## config.mk

```make
export PLATFORM = sky130hd
export DESIGN_NAME = mux2_arbiter
export DESIGN_NICKNAME = d
export VERILOG_FILES = /design/src/rtl/mux2_arbiter_pkg.sv /design/src/rtl/mux2_arbiter_hold_counter.sv /design/src/rtl/mux2_arbiter.sv
export SDC_FILE = /design/constraint.sdc
export NUM_CORES = 1
export LEC_CHECK = 0
export BUFFER_PORTS_ARGS = -buffer_cell sky130_fd_sc_hd__buf_2
export CAP_MARGIN = 20
export CORE_UTILIZATION = 36
export CTS_BUF_LIST = sky130_fd_sc_hd__clkbuf_4 sky130_fd_sc_hd__clkbuf_8 sky130_fd_sc_hd__clkbuf_16
export DETAILED_ROUTE_END_ITERATION = 8
export HOLD_SLACK_MARGIN = 0.1
export PLACE_DENSITY_LB_ADDON = 0.2
export SLEW_MARGIN = 25
export SYNTH_ARGS = -nofsm -noshare
export SYNTH_HDL_FRONTEND = slang
export SYNTH_SLANG_ARGS = --single-unit
```

## constraint.sdc

```tcl
create_clock -name clock -period 2.4 [get_ports clock]
set_clock_uncertainty 0.05 [all_clocks]
set_input_delay 0.24 -clock clock [delete_from_list [all_inputs] [get_ports clock]]
set_output_delay 0.24 -clock clock [all_outputs]
set_load 0.02 [all_outputs]
```

## src/rtl/mux2_arbiter_pkg.sv

```systemverilog
// mux2_arbiter_pkg
// Shared definitions for the two-requester round-robin arbiter that owns the
// select line of a mux2_to_1 datapath.
//   HOLD_W           : width of the tenure hold counter
//   MAX_HOLD_DEFAULT : default tenure limit under contention (legal 1..15)
//   state_t          : arbiter state; one-hot over {gnt1, gnt0}, zero = idle
package mux2_arbiter_pkg;

  localparam int HOLD_W           = 4;
  localparam int MAX_HOLD_DEFAULT = 4;

  typedef enum logic [1:0] {
    ST_IDLE = 2'b00,
    ST_OWN0 = 2'b01,
    ST_OWN1 = 2'b10
  } state_t;

endpackage

```

## src/rtl/mux2_arbiter_hold_counter.sv

```systemverilog
// hold_counter
// Counts how many cycles the current owner has held the grant while the
// other requester waited. Saturates at MAX_HOLD-1 so it never leaves range.
// Ports:
//   clock   : rising-edge clock
//   reset_n : asynchronous active-low reset (count -> 0)
//   clr     : synchronous clear, asserted on every grant change
//   en      : advance the count (owner is being contested)
//   expired : count has reached MAX_HOLD-1
module hold_counter
  import mux2_arbiter_pkg::*;
#(
  parameter int MAX_HOLD = MAX_HOLD_DEFAULT
) (
  input  logic clock,
  input  logic reset_n,
  input  logic clr,
  input  logic en,
  output logic expired
);

  localparam logic [HOLD_W-1:0] LIMIT = HOLD_W'(MAX_HOLD - 1);

  logic [HOLD_W-1:0] count_r;

  // Tenure counter: clear wins over enable; saturate at LIMIT.
  always_ff @(posedge clock or negedge reset_n) begin
    if (!reset_n) begin
      count_r <= {HOLD_W{1'b0}};
    end else if (clr) begin
      count_r <= {HOLD_W{1'b0}};
    end else if (en && (count_r != LIMIT)) begin
      count_r <= count_r + HOLD_W'(1);
    end else begin
      count_r <= count_r;
    end
  end

  assign expired = (count_r == LIMIT);

endmodule

```

## src/rtl/mux2_arbiter.sv

```systemverilog
// mux2_arbiter
// Round-robin arbiter sharing one mux2_to_1 between two requesters. It drives
// the mux select S, grants one requester at a time and forces a rotation after
// MAX_HOLD contested cycles so neither requester can starve the other.
// Ports:
//   clock   : rising-edge clock
//   reset_n : asynchronous active-low reset
//   req0    : requester 0 wants the mux (I0 path)
//   req1    : requester 1 wants the mux (I1 path)
//   gnt0    : requester 0 owns the mux (registered)
//   gnt1    : requester 1 owns the mux (registered)
//   S       : mux select, 0 = I0, 1 = I1 (registered, held while idle)
//   busy    : gnt0 | gnt1 (registered)
module mux2_arbiter
  import mux2_arbiter_pkg::*;
#(
  parameter int MAX_HOLD = MAX_HOLD_DEFAULT
) (
  input  logic clock,
  input  logic reset_n,
  input  logic req0,
  input  logic req1,
  output logic gnt0,
  output logic gnt1,
  output logic S,
  output logic busy
);

  state_t state_r;
  state_t next_state_s;
  logic   last_r;
  logic   sel_r;
  logic   gnt0_r;
  logic   gnt1_r;
  logic   busy_r;
  logic   expired_s;
  logic   clr_s;
  logic   en_s;

  hold_counter #(
    .MAX_HOLD (MAX_HOLD)
  ) u_hold_counter (
    .clock   (clock),
    .reset_n (reset_n),
    .clr     (clr_s),
    .en      (en_s),
    .expired (expired_s)
  );

  // Next-state arbitration and hold-counter control.
  always_comb begin
    next_state_s = state_r;
    case (state_r)
      ST_IDLE: begin
        // On a tie, serve the requester that was not served last.
        if (req0 && req1) begin
          next_state_s = last_r ? ST_OWN0 : ST_OWN1;
        end else if (req0) begin
          next_state_s = ST_OWN0;
        end else if (req1) begin
          next_state_s = ST_OWN1;
        end else begin
          next_state_s = ST_IDLE;
        end
      end
      ST_OWN0: begin
        if (!req0) begin
          next_state_s = req1 ? ST_OWN1 : ST_IDLE;
        end else if (req1 && expired_s) begin
          next_state_s = ST_OWN1;
        end else begin
          next_state_s = ST_OWN0;
        end
      end
      ST_OWN1: begin
        if (!req1) begin
          next_state_s = req0 ? ST_OWN0 : ST_IDLE;
        end else if (req0 && expired_s) begin
          next_state_s = ST_OWN0;
        end else begin
          next_state_s = ST_OWN1;
        end
      end
      default: begin
        next_state_s = ST_IDLE;
      end
    endcase

    // Count only while the owner is contested; restart on any grant change.
    en_s  = ((state_r == ST_OWN0) && req1) || ((state_r == ST_OWN1) && req0);
    clr_s = (next_state_s != state_r);
  end

  // FSM state, last-served pointer and registered outputs.
  always_ff @(posedge clock or negedge reset_n) begin
    if (!reset_n) begin
      state_r <= ST_IDLE;
      gnt0_r  <= 1'b0;
      gnt1_r  <= 1'b0;
      busy_r  <= 1'b0;
      sel_r   <= 1'b0;
      last_r  <= 1'b1;
    end else begin
      state_r <= next_state_s;
      gnt0_r  <= (next_state_s == ST_OWN0);
      gnt1_r  <= (next_state_s == ST_OWN1);
      busy_r  <= (next_state_s != ST_IDLE);
      // Select and pointer follow the owner; both hold while idle so the
      // mux output does not move between tenures.
      case (next_state_s)
        ST_OWN0: begin
          sel_r  <= 1'b0;
          last_r <= 1'b0;
        end
        ST_OWN1: begin
          sel_r  <= 1'b1;
          last_r <= 1'b1;
        end
        default: begin
          sel_r  <= sel_r;
          last_r <= last_r;
        end
      endcase
    end
  end

  assign gnt0 = gnt0_r;
  assign gnt1 = gnt1_r;
  assign S    = sel_r;
  assign busy = busy_r;

endmodule

```

==> reports/summary.txt <==
initial antenna violation count - 0
Tcrit/Tclk final - 84.00%
drt total wl - 1099 µm
Buffers & Inverters on Critical Path - 0
Ports - 8
sequential-to-total area share from yosys stat - 44.65%
CTS Sinks - 11
largest area contributor in the netlist - dfrtp_1
Post-CTS Resized - 0
Cells after Synth - 62
final hold vios - 0
Area growth syn-to-layout - 11.72%
wire length of the first global-routing pass - 1952 µm
status - complete, no violations
vias per cell - 5.318
ratio of cells with drive above 1 in the final layout - 20.83%
# port buffers - 7
Crit. End Element - flip-flop
RSZ-0062 raised after global routing - false
CP Cell Sequence - ha_1 > nor3b_4 > nor3_1 > o311ai_1 > ha_1 > nand2_1 > o21ai_0
drt initial violations - 26
Mapped Nets - 70
Mapped Area - 619.3 µm²
Final setup viols - 0
Yosys top cell area share - 40.40%
Final Util - 44.38%
clk_lat worst skew - 0.26 ns
Reg power frac - 47.5%
Die H - 43.48 µm
WHS Path Cells - 2
routed via count - 468
worst min path class - in2reg
CP peak stage delay - 0.39 ns
core box area - 1559 µm²
worst slack, placed - 0.3874 ns
Pint - 0.3460 mW
setup TNS - 0 ns
initial core utilization - 39.73%
final antenna-violating net count - 0
die area - 1890 µm²
Worst slew margin - 73.28%
yosys warns - 0
Switching Fraction - 32.67%
overall routing resource usage - 14.90%
design area - 691.9 µm²
Area contributors post-synth - dfrtp_1 40%, ha_1 8.1%, nor2_1 5.5%, dfstp_2 4.2%, xnor2_1 4.2%
number of synthesized flops with an enable pin - 0
final worst slack - 0.3840 ns
Power Dens Cells - 742.7 nW/µm²
P_leak - 0.3100 nW
max-slew violations - 0
dpl cells - 83
H-tree levels - 1
Avg Cell Area, Syn - 9.989 µm²
largest net degree at the start of global routing - 12
Critical Path Most Common Cell - ha_1
Worst path top cell family by delay - adder cells
most instantiated cells after synthesis - 10 x dfrtp_1, 9 x nor2_1, 5 x inv_1
Non-Filler Instances - 88
actual slew at the worst max-slew pin - 0.3945 ns
maximum fanout along the worst path - 5
clock buffer count from CTS - 3
hold_buf cts - 1
Clk pwr share - 26.2%
crit path max-delay cell type - dfrtp_1
Max Clk Rate - 496.0 MHz
peak supply drop - 0.3698 mV
diodes inserted - 0
CTS tree - built
Synth Flop Type - dfrtp_1
switching power - 0.1679 mW
setup bufs post-CTS - 0
routed len/inst - 12.49 µm
Pre-antenna DRT Iters - 4
post-route minimum period - 2.016 ns
Arr. time, crit path - 2.11 ns
CP Class - reg2reg
Post-synth ARST share - 100.0%
Comb power frac - 26.3%
Max Cap Violations - 0
count leader, synth - dfrtp_1
placed cell area - 651.9 µm²
Yosys reg bits - 11
number of global-route vias before repair - 438
clk root buf - clkbuf_4
std cell rows - 14
startpoint class of the critical path - flip-flop
nets@finish - 81
Synth cell types - 21
Detailed Place HPWL - 808.2 µm
clk slew on worst S/H paths - 0.07 ns
routability cong. - 0.7002
CP Data Required Time - 2.50 ns
DRC viols - 0
die width - 43.48 µm
total gr overflow - 0
reg2reg path depth - 7
Clock Path Buffers - 2
stages on the worst setup path - 7
## path summary, 6_finish.rpt
kind | slack (ns) | endpoint | start
max in group asynchronous | 1.71 | last_r$_DFFE_PN1P_ | reset_n
setup / recovery | 0.38 | S$_DFFE_PN0P_ | u_hold_counter.count_r[0]$_DFFE_PN0P_
setup reg to reg | 0.38 | S$_DFFE_PN0P_ | u_hold_counter.count_r[0]$_DFFE_PN0P_
hold reg to reg | 0.47 | S$_DFFE_PN0P_ | S$_DFFE_PN0P_
min in group asynchronous | 0.33 | u_hold_counter.count_r[1]$_DFFE_PN0P_ | reset_n
hold / removal | 0.25 | state_r[1]$_DFF_PN0_ | req1
## power groups by stage
| stage | logic, mW | registers (mW) | clock network [mW] |
|---|---|---|---|
| global route | 0.153 | 0.249 | 0.155 |
| detailed placement | 0.136 | 0.247 | 0 |
| CTS | 0.137 | 0.244 | 0.143 |
| global placement | 0.133 | 0.246 | 0 |
| floorplan | 0.0949 | 0.254 | 0 |
| finish | 0.135 | 0.244 | 0.134 |
## routing by layer
metal  up-vias  GRT usage (%)  part of all wire [%]
li1        237              -                     -
met1       218          18.88                    51
met2        11          20.91                    44
met3         2          5.000                   3.5
met4         0          11.25                   1.6
met5         -              0                     0
## state kept, by name (all words and copies together), names as in the netlist
signal                  count
gnt0                        1
busy                        1
gnt1                        1
u_hold_counter.count_r      4
state_r                     2
S                           1
last_r                      1
## through the flow
stage | hold WS [ns] | power, mW
4_1_cts | 0.2322 | 0.5233
3_3_place_gp | 0.07147 | 0.3789
5_1_grt | 0.2329 | 0.5569
6_report | 0.2480 | 0.5139
2_1_floorplan | -0.1056 | 0.3494
3_5_place_dp | 0.07365 | 0.3822
## kinds of logic after synthesis
logic type / count (synthesis) / share of synthesized area [%]
buffers and inverters: 7 / 6.667
muxes: 1 / 1.616
adders and majority gates: 4 / 8.081
AOI/OAI and AO/OA: 12 / 13.54
DFF: 11 / 44.65
and+or+nand+nor: 24 / 21.21
xor gates and xnor gates: 3 / 4.243
## cells in the final DEF (no fill, tap or decap), drive strengths merged
cell         synthesis  final
dfrtp               10     10
nor2                 9      9
buf                  2      7
inv                  5      5
nor3                 5      5
nand2                4      4
ha                   4      4
clkbuf               0      4
a21oi                4      4
nand3b               3      3
xnor2                3      3
o21ai                3      3
o311a                2      2
o311ai               2      2
nor3b                1      1
a211oi               1      1
nor4                 1      1
nand3                1      1
mux2i                1      1
dlygate4sd3          0      1
dfstp                1      1
## layout make-up
class                   instances  area (µm²)
inverters                       5       18.77
clock buffers                   4       30.03
multi-input cells              44       301.5
flip-flops and latches         11       276.5
well taps                      16       20.02
fillers                       154       867.1
repair buffers                  8       45.04
No activity file was read; power rests on OpenSTA's default activity.
